**src/rtl/spi_master_shifter.sv**
```systemverilog
// SPI mode-0 (CPOL=0, CPHA=0) master shift engine.
// Takes one W_DATA-bit word over a valid/ready handshake, shifts it out MSB-first
// on mosi while capturing miso, and returns the received word with a one-cycle
// rx_valid pulse. All outputs are registered.
module spi_master_shifter #(
  parameter int W_DATA  = 32,
  parameter int CLK_DIV = 4
) (
  input  logic              clk,
  input  logic              rst,
  input  logic              tx_valid,
  output logic              tx_ready,
  input  logic [W_DATA-1:0] tx_data,
  output logic              rx_valid,
  output logic [W_DATA-1:0] rx_data,
  output logic              busy,
  output logic              sclk,
  output logic              cs_n,
  output logic              mosi,
  input  logic              miso
);

  localparam int BW = (W_DATA  > 1) ? $clog2(W_DATA)  : 1;
  localparam int DW = (CLK_DIV > 1) ? $clog2(CLK_DIV) : 1;

  localparam logic [BW-1:0] LAST_BIT = BW'(W_DATA - 1);
  localparam logic [DW-1:0] DIV_LAST = DW'(CLK_DIV - 1);

  typedef enum logic [2:0] {
    IDLE,
    SETUP,
    SHIFT,
    HOLD,
    GAP
  } state_t;

  state_t            state;
  logic [W_DATA-1:0] tx_sr;
  logic [W_DATA-1:0] rx_sr;
  logic [BW-1:0]     bit_cnt;
  logic [DW-1:0]     div_cnt;
  logic              tick;

  // Terminal count of the half-period divider; every timed step keys off this.
  assign tick = (div_cnt == DIV_LAST);

  // Whole engine: frame sequencing, sclk generation, shift registers and
  // registered handshake outputs. An async reset aborts any frame in flight,
  // deselects the slave and clears the received word at once.
  always_ff @(posedge clk or posedge rst) begin
    if (rst) begin
      state    <= IDLE;
      tx_ready <= 1'b1;
      busy     <= 1'b0;
      sclk     <= 1'b0;
      cs_n     <= 1'b1;
      mosi     <= 1'b0;
      rx_valid <= 1'b0;
      rx_data  <= '0;
      tx_sr    <= '0;
      rx_sr    <= '0;
      bit_cnt  <= '0;
      div_cnt  <= '0;
    end else begin
      rx_valid <= 1'b0;

      if (state != IDLE) begin
        div_cnt <= tick ? '0 : div_cnt + 1'b1;
      end

      case (state)
        IDLE: begin
          if (tx_valid) begin
            tx_sr    <= tx_data;
            cs_n     <= 1'b0;
            mosi     <= tx_data[W_DATA-1];
            bit_cnt  <= '0;
            div_cnt  <= '0;
            tx_ready <= 1'b0;
            busy     <= 1'b1;
            state    <= SETUP;
          end
        end

        SETUP: begin
          if (tick) begin
            sclk  <= 1'b1;
            rx_sr <= {rx_sr[W_DATA-2:0], miso};
            state <= SHIFT;
          end
        end

        SHIFT: begin
          if (tick) begin
            if (!sclk) begin
              sclk  <= 1'b1;
              rx_sr <= {rx_sr[W_DATA-2:0], miso};
            end else begin
              sclk <= 1'b0;
              if (bit_cnt == LAST_BIT) begin
                state <= HOLD;
              end else begin
                tx_sr   <= tx_sr << 1;
                mosi    <= tx_sr[W_DATA-2];
                bit_cnt <= bit_cnt + 1'b1;
              end
            end
          end
        end

        HOLD: begin
          if (tick) begin
            cs_n     <= 1'b1;
            rx_data  <= rx_sr;
            rx_valid <= 1'b1;
            state    <= GAP;
          end
        end

        GAP: begin
          if (tick) begin
            mosi     <= 1'b0;
            tx_ready <= 1'b1;
            busy     <= 1'b0;
            state    <= IDLE;
          end
        end

        default: begin
          state    <= IDLE;
          tx_ready <= 1'b1;
          busy     <= 1'b0;
          sclk     <= 1'b0;
          cs_n     <= 1'b1;
          mosi     <= 1'b0;
          div_cnt  <= '0;
        end
      endcase
    end
  end

endmodule

```
**config.mk**
```make
export PLATFORM = sky130hd
export DESIGN_NAME = spi_master_shifter
export DESIGN_NICKNAME = d
export VERILOG_FILES = /design/src/rtl/spi_master_shifter.sv
export SDC_FILE = /design/constraint.sdc
export NUM_CORES = 1
export LEC_CHECK = 0
export ABC_CLOCK_PERIOD_IN_PS = 3590
export CORE_ASPECT_RATIO = 1.2
export CORE_MARGIN = 2
export CORE_UTILIZATION = 45
export DETAILED_ROUTE_END_ITERATION = 6
export PLACE_DENSITY = 0.73
export SYNTH_ARGS = -nofsm -noshare
export SYNTH_HDL_FRONTEND = slang
export SYNTH_SLANG_ARGS = --single-unit
```
**constraint.sdc**
```tcl
create_clock -name clk -period 3.59 [get_ports clk]
set_input_delay 0.718 -clock clk [delete_from_list [all_inputs] [get_ports clk]]
set_output_delay 0.718 -clock clk [all_outputs]
set_load 0.05 [all_outputs]
```
# Word-level counts from Yosys, hierarchy flattened
# Index checks and enable logic that the tools add are counted.
# op_classes
n_addsub	2
eq_ne	15
muxes	43
bitwise	4
reduce_logical	17
# op_table
operator	count
$mux 31	4
$mux 32	3
$pmux 32 s2	1
$pmux 31 s2	1
$mux 3	7
$mux 5	4
$ne 2x2->1 const B	9
$pmux 3 s5	1
$mux 1	12
$pmux 1 s3	4
$pmux 5 s2	1
$reduce_and 3->1	3
$reduce_or 3->1	3
$reduce_and 7->1	1
$eq 3x2->1 const B	2
$mux 2	3
$reduce_and 6->1	1
$add 5x1->5 const B	1
$eq 5x5->1 const B	1
$reduce_and 5->1	1
$not 1->1	4
$pmux 1 s4	1
$pmux 2 s2	1
$reduce_and 4->1	1
10 further kinds	11
# totals
reg_bits	111
in_bits	36
out_inout_bits	38
elab_cells	93

# Longest topological paths before layout
# Gate-level depths: netlist of run 1.
# logic_depth
ltp_word	5
ltp_mapped	8

# Least setup slack after synthesis of run 1
# OpenSTA, ideal clock, no wires.
# synth_timing
path_kind	flip-flop to flip-flop
from	register bit_cnt[0]
to	register tx_sr[10]
setup_ns	0.126
arrival_time_ns	2.092
slack_ns	1.371
stages_incl_launch_ff	9
path_cell_list	dfrtp_1 -> ha_1 -> and3_1 -> ha_1 -> nand3b_2 -> a2111oi_4 -> buf_6 -> buf_6 -> a31oi_1
# synth_via
elab_chain_len	3
# synth_lines
item	line_no	text
start, declared	40	logic [BW-1:0] bit_cnt;
start signal, assigned	105	bit_cnt <= bit_cnt + 1'b1;
$eq 5x5->1	100	if (bit_cnt == LAST_BIT) begin
$ne 2x2->1 (no line)	--	
$reduce_and 5->1 (no line)	--	
end signal, assigned	74	tx_sr <= tx_data;
end signal, assigned	103	tx_sr <= tx_sr << 1;
end, declared	38	logic [W_DATA-1:0] tx_sr;
# Every way passes these cells.
# A chain may end at the register's enable or synchronous reset.

# Final worst setup path of run 1
# layout_timing
from	register bit_cnt[0]
to	register tx_sr[23]
# Same word-level chain as after synthesis.

==> results of run 1 <==
==> cells by family (layout without fill, tap and decap cells) <==
family                   Yosys count  count (layout)  synth area share [%]
AND/OR/NAND/NOR                  228             228                  19.8
flip-flops                       111             111                  58.8
AO/OA/AOI/OAI                     57              57                  7.81
buffers and inverters             36             102                  4.37
multiplexers                      35              35                  8.26
adder cells (fa/ha/maj)            3               3                 0.794
XOR/XNOR                           1               1                 0.185
==> metal layers <==
layer	up-vias	share of wire [%]	track usage, %
met5	-	0	0
met2	69	49	29.5
li1	1665	-	-
met3	11	4.3	4.61
met1	1666	45	21.9
met4	0	1.2	5.37
==> per-stage QoR <==
step	area, µm²	hold WS (ns)	setup slack, ns
after global placement	5500	0.445	1.03
after detailed placement	5500	0.464	0.990
after CTS	5790	0.486	0.992
after global routing	5790	0.501	0.790
final	5790	0.478	1.02
after floorplan	4730	0.433	1.37
==> power by group <==
part | total (mW) | switching [mW] | internal [mW]
Sequential | 1.83 | 0.251 | 1.58
Clock | 0.951 | 0.437 | 0.514
Combinational | 1.30 | 0.782 | 0.521
==> cell usage after synthesis, drive strengths merged <==
cell       n
mux2i      3
or3b       1
o311a      1
nor2b      1
a2bb2oi    1
a2111oi    1
inv        7
nand2b     4
o21ai     14
dfrtp    109
ha         3
o21a       1
a31o       1
o41a       1
clkbuf     9
dfstp      2
and3       2
a31oi     32
nand4b     1
nand3b     2
nand2    164
nor2      41
xor2       1
and3b      1
nand3      6
nor3       1
or4        1
nor3b      2
or2        1
buf       20
a21oi      5
mux2      32
==> worst max-delay path by stage <==
stage	end	slack (ns)
2_1_floorplan	tx_sr[10]$_DFFE_PP0P_	1.37
3_3_place_gp	tx_sr[0]$_DFFE_PP0P_	1.03
3_5_place_dp	tx_sr[8]$_DFFE_PP0P_	0.99
4_1_cts	tx_sr[23]$_DFFE_PP0P_	0.99
5_1_grt	tx_sr[25]$_DFFE_PP0P_	0.79
6_report	tx_sr[23]$_DFFE_PP0P_	1.02
==> tightest hold or removal path: stages (launching register included) <==
cell	delay, ns
dfrtp_1	0.35
nand2_1	0.05
nand2_1	0.05
==> layout make-up <==
type	count	area (µm²)	area share, %
flip-flops and latches	111	2780	48.0
repair buffers	79	788	13.6
multi-input cells	324	1740	30.0
clock inverters	5	38.8	0.670
inverters	7	30.0	0.519
clock buffers	11	253	4.36
well taps	129	161	2.79
==> flip-flops by register name, summed over array words and instances, names as in the netlist, 2 cells and up <==
name,cells
rx_data,32
rx_sr,32
tx_sr,31
bit_cnt,5
state,3
div_cnt,2
==> results.md, run 1 <==
* DP HPWL at 5850 µm
* Final Util at 55.9%
* CP most frequent cell: ha_1
* Commonest non-fill, non-tap cell in the layout: nand2_1
* Max FO, Critical Path at 67
* Diodes inserted at 0
* Final nets at 571
* TritonRoute pass-1 iters at 5
* Static Leak at 2.73 nW
* Grt ovf at 0
* Reg2Reg Depth at 8
* CTS tree: built
* Total GRT Usage at 17.3%
* Setup crit start kind: flip-flop
* Final Max Tran Viols at 0
* Vias per Instance at 5.12
* Register bit total from synthesis at 111
* Worst vdd ir at 0.000369 V
* Status: finished clean
* Min Tclk post-route at 2.57 ns
* Global-route wire length before repair at 16100 µm
* Fillers at 901
* WP buf/inv at 1
* Post-CTS Setup Bufs at 0
* Die width at 97.6 µm
* WP data required at 3.84 ns
* Total core area at 10400 µm²
* Distinct cells, synth at 37
* Num rows at 41
* Delay-heaviest family, CP: compound AO/OA/AOI/OAI gates
* Final wirelength at 9120 µm
* Hold buffers post-CTS at 0
* Synthesized area at 4730 µm²
* Setup slack, reg-to-reg at 1.02 ns
* WP data arrival at 2.82 ns
* Clk pin slew, worst setup/hold paths at 0.07 ns
* Commonest cells after routing, fill and taps aside: 164 x nand2_1, 109 x dfrtp_1, 73 x clkdlybuf4s50_1, 41 x nor2_1
* Cells after Synth at 471
* Final Setup Violations at 0
* Dpl cells at 650
* # DRC at 0
* Initial antenna violation count at 0
* Cell count of the worst hold path at 2
* TNS Setup at 0 ns
* Max Clock Skew at 0.00875 ns
* Sequential area share after synthesis at 58.8%
* Pin count of the biggest net entering global routing at 68
* Top-area cell type share of the netlist area at 57.7%
* Layout area overhead at 22.5%
* Syn_nets at 510
* Clock Path Buffers at 2
* WL per Instance at 13.7 µm
* Crit path kind: flip-flop to flip-flop
* Fmax at 389 MHz
* Starting Density at 45.6%
* Critical Path, Cell by Cell: ha_1, and3_1, ha_1, nand3b_2, a2111oi_4, buf_4, nor2_1, a31oi_1
* Root buffer cell: clkbuf_16
* Share of cells above drive strength 1 at 11.5%
* Crit-path max cell delay at 0.53 ns
* Die H at 116 µm
* RR Endpoint: tx_sr[23]$_DFFE_PP0P_
* Ys Warns at 0
* Number of global-route vias before repair at 3389
* # Max-Cap Violations at 0
* Synth area leaders: dfrtp_1 58%, nand2_1 13%, mux2_2 7.6%
* Ports at 74
* Largest area contributor in the netlist: dfrtp_1
* IO Port Bufs at 73
* DRT iter0 DRCs at 63
* Worst relative slew slack at 34.7%
* TritonCTS Buffers at 9
* Die footprint at 11300 µm²
* CP Launch Point: bit_cnt[0]$_DFFE_PP0P_
* H-tree depth at 3
* Worst Hold End: rx_data[19]$_DFFE_PP0P_
* Sink Count at 111
* Crit share post-route at 71.5%
* Syn_area_per_cell at 10.0 µm²
* Power consumption at 4.08 mW
* RR Startpoint: bit_cnt[0]$_DFFE_PP0P_
* Non-filler instance count after layout at 666
* Worst Tran Pin Value at 0.978 ns
* Gpl congestion at 0.771
* Critical path depth in cells at 8
* Final ANT Viol Nets at 0
* Min-Delay Path Class: flip-flop to flip-flop
* Later-pin clock latency in the skew report at 0.34 ns
* Vias at 3411
* Post_cts resized at 0
* Hold_sp: rx_data[19]$_DFFE_PP0P_
* Max stage delay cell, worst path: buf_4
* Final Hold Fails at 0
* RSZ-0062 raised after global routing: false
* Worst setup EP type: flip-flop
* Power per cell area at 705 nW/µm²
Note: power is estimated with default switching activity, not from simulation.
==> inputs of run 2 (changes only) <==
Settings changed: ABC_CLOCK_PERIOD_IN_PS 3590 to 2100.
Clock period 3.59 ns to 2.1 ns, I/O delays scaled along.
==> results.md, run 2 (same netlist as run 1, synthesis figures left out) <==
* Final wirelength at 10100 µm (was 9120 µm)
* Pin count of the biggest net entering global routing at 112 (was 68)
* Static Leak at 2.96 nW (was 2.73 nW)
* Num rows at 41 (unchanged)
* Crit path kind: flip-flop to flip-flop (unchanged)
* Commonest cells after routing, fill and taps aside: 164 x nand2_1, 109 x dfrtp_1, 70 x clkdlybuf4s50_1, 32 x a31oi_1, 32 x mux2_2 (was 164 x nand2_1, 109 x dfrtp_1, 73 x clkdlybuf4s50_1, 41 x nor2_1)
* Power consumption at 7.97 mW (was 4.08 mW)
* TritonRoute pass-1 iters at 4 (was 5)
* Initial antenna violation count at 0 (unchanged)
* Cell count of the worst hold path at 2 (unchanged)
* Vias at 3600 (was 3411)
* Ports at 74 (unchanged)
* Root buffer cell: clkbuf_16 (unchanged)
* Total GRT Usage at 17.4% (was 17.3%)
* RSZ-0062 raised after global routing: true (was false)
* Vias per Instance at 5.17 (was 5.12)
* Final Util at 61.3% (was 55.9%)
* WL per Instance at 14.5 µm (was 13.7 µm)
* # Max-Cap Violations at 0 (unchanged)
* Non-filler instance count after layout at 696 (was 666)
* Later-pin clock latency in the skew report at 0.35 ns (was 0.34 ns)
* Starting Density at 45.6% (unchanged)
* Max Clock Skew at 0.0101 ns (was 0.00875 ns)
* WP data arrival at 2.48 ns (was 2.82 ns)
* Diodes inserted at 0 (unchanged)
* Worst setup EP type: flip-flop (unchanged)
* Worst setup margin at -0.122 ns (was 1.02 ns)
* Dpl cells at 659 (was 650)
* IO Port Bufs at 73 (unchanged)
* Failing checks: negative setup slack
* DP Area at 5610 µm² (was 5500 µm²)
* Min Tclk post-route at 2.22 ns (was 2.57 ns)
* Top flop regs: rx_data (32), rx_sr (32), tx_sr (31) (unchanged)
* TritonCTS Buffers at 9 (unchanged)
* WP data required at 2.36 ns (was 3.84 ns)
* Final Cell Area at 6350 µm² (was 5790 µm²)
* Final Setup Violations at 34 (was 0)
* Sink Count at 111 (unchanged)
* Reg2Reg Depth at 10 (was 8)
* Setup crit start kind: flip-flop (unchanged)
* Gpl congestion at 0.773 (was 0.771)
* Fmax at 450 MHz (was 389 MHz)
* Global-route wire length before repair at 16200 µm (was 16100 µm)
* Die H at 116 µm (unchanged)
* Die width at 97.6 µm (unchanged)
* Layout area overhead at 34.4% (was 22.5%)
* Worst relative slew slack at 62.4% (was 34.7%)
* Max FO, Critical Path at 5 (was 67)
* H-tree depth at 3 (unchanged)
* CTS tree: built (unchanged)
* Fillers at 882 (was 901)
* Final Hold Fails at 0 (unchanged)
* Clk pin slew, worst setup/hold paths at 0.08 ns (was 0.07 ns)
* Commonest non-fill, non-tap cell in the layout: nand2_1 (unchanged)
* # DRC at 0 (unchanged)
* Crit share post-route at 106% (was 71.5%)
* Final nets at 601 (was 571)
* Worst vdd ir at 0.000627 V (was 0.000369 V)
* Power per cell area at 1250 nW/µm² (was 705 nW/µm²)
* Hold buffers post-CTS at 0 (unchanged)
* Status: finished, violations left (was finished clean)
* Clock Path Buffers at 2 (unchanged)
* Grt ovf at 0 (unchanged)
* DRT iter0 DRCs at 196 (was 63)
* DP HPWL at 5630 µm (was 5850 µm)
* Share of cells above drive strength 1 at 20.8% (was 11.5%)
* Total core area at 10400 µm² (unchanged)
* Number of global-route vias before repair at 3400 (was 3389)
* Final Max Tran Viols at 0 (unchanged)
* Die footprint at 11300 µm² (unchanged)
* Final ANT Viol Nets at 0 (unchanged)
* Min-Delay Path Class: flip-flop to flip-flop (unchanged)
* Worst Tran Pin Value at 0.564 ns (was 0.978 ns)
==> run 2: power breakdown <==
group | switching [mW] | leakage [nW] | internal (mW)
Clock | 0.816 | 0.143 | 0.840
Combinational | 1.65 | 1.40 | 1.50
Sequential | 0.468 | 1.42 | 2.69
==> run 2: metrics by stage <==
step	setup slack, ns	hold WS [ns]	setup TNS [ns]
after floorplan	0.00845	0.433	0
after global placement	0.0507	0.450	0
after detailed placement	-0.0887	0.460	-1.47
after CTS	-0.0158	0.477	-0.0440
after global routing	-0.194	0.502	-4.94
final	-0.122	0.468	-2.44
==> run 2: path summary, 6_finish.rpt <==
check | start | end | slack [ns]
max | bit_cnt[1]$_DFFE_PP0P_ | tx_sr[24]$_DFFE_PP0P_ | -0.12
min | rx_sr[31]$_DFFE_PP0P_ | rx_data[31]$_DFFE_PP0P_ | 0.47
max reg2reg | bit_cnt[1]$_DFFE_PP0P_ | tx_sr[24]$_DFFE_PP0P_ | -0.12
min reg2reg | rx_sr[31]$_DFFE_PP0P_ | rx_data[31]$_DFFE_PP0P_ | 0.47
max in group asynchronous | rst | tx_ready$_DFFE_PP1P_ | 1.10
min in group asynchronous | rst | rx_data[5]$_DFFE_PP0P_ | 0.59
==> run 2: layout make-up <==
type	count	area [µm²]	share of cell area [%]
multi-input cells	324	1870	29.4
flip-flops and latches	111	2780	43.8
repair buffers	109	1220	19.2
well taps	129	161	2.54
clock inverters	6	60.1	0.945
clock buffers	10	229	3.60
inverters	7	30.0	0.473
==> run 2: layer usage <==
layer  track usage (%)  share of wire, %  vias up
met1              23.4                44     1757
met3              3.29               4.2       13
met5                 0                 0        -
li1                  -                 -     1745
met2              28.8                50       85
met4              6.02               2.0        0
==> run 2: what timing repair did <==
action	CTS	global route
endpoints found under the setup margin	34	35
pin swaps	1	5
cloned	4	5
resized for setup	6	38
setup buffers	7	6
==> run 2: worst max-delay path: stages, from the launching register on <==
cell	delay, ns
dfrtp_1	0.40
ha_2	0.19
and3_4	0.19
ha_4	0.15
nand3b_4	0.16
a2111oi_4	0.40
buf_6	0.18
buf_12	0.13
buf_16	0.13
nor2_2	0.04
a31oi_1	0.16
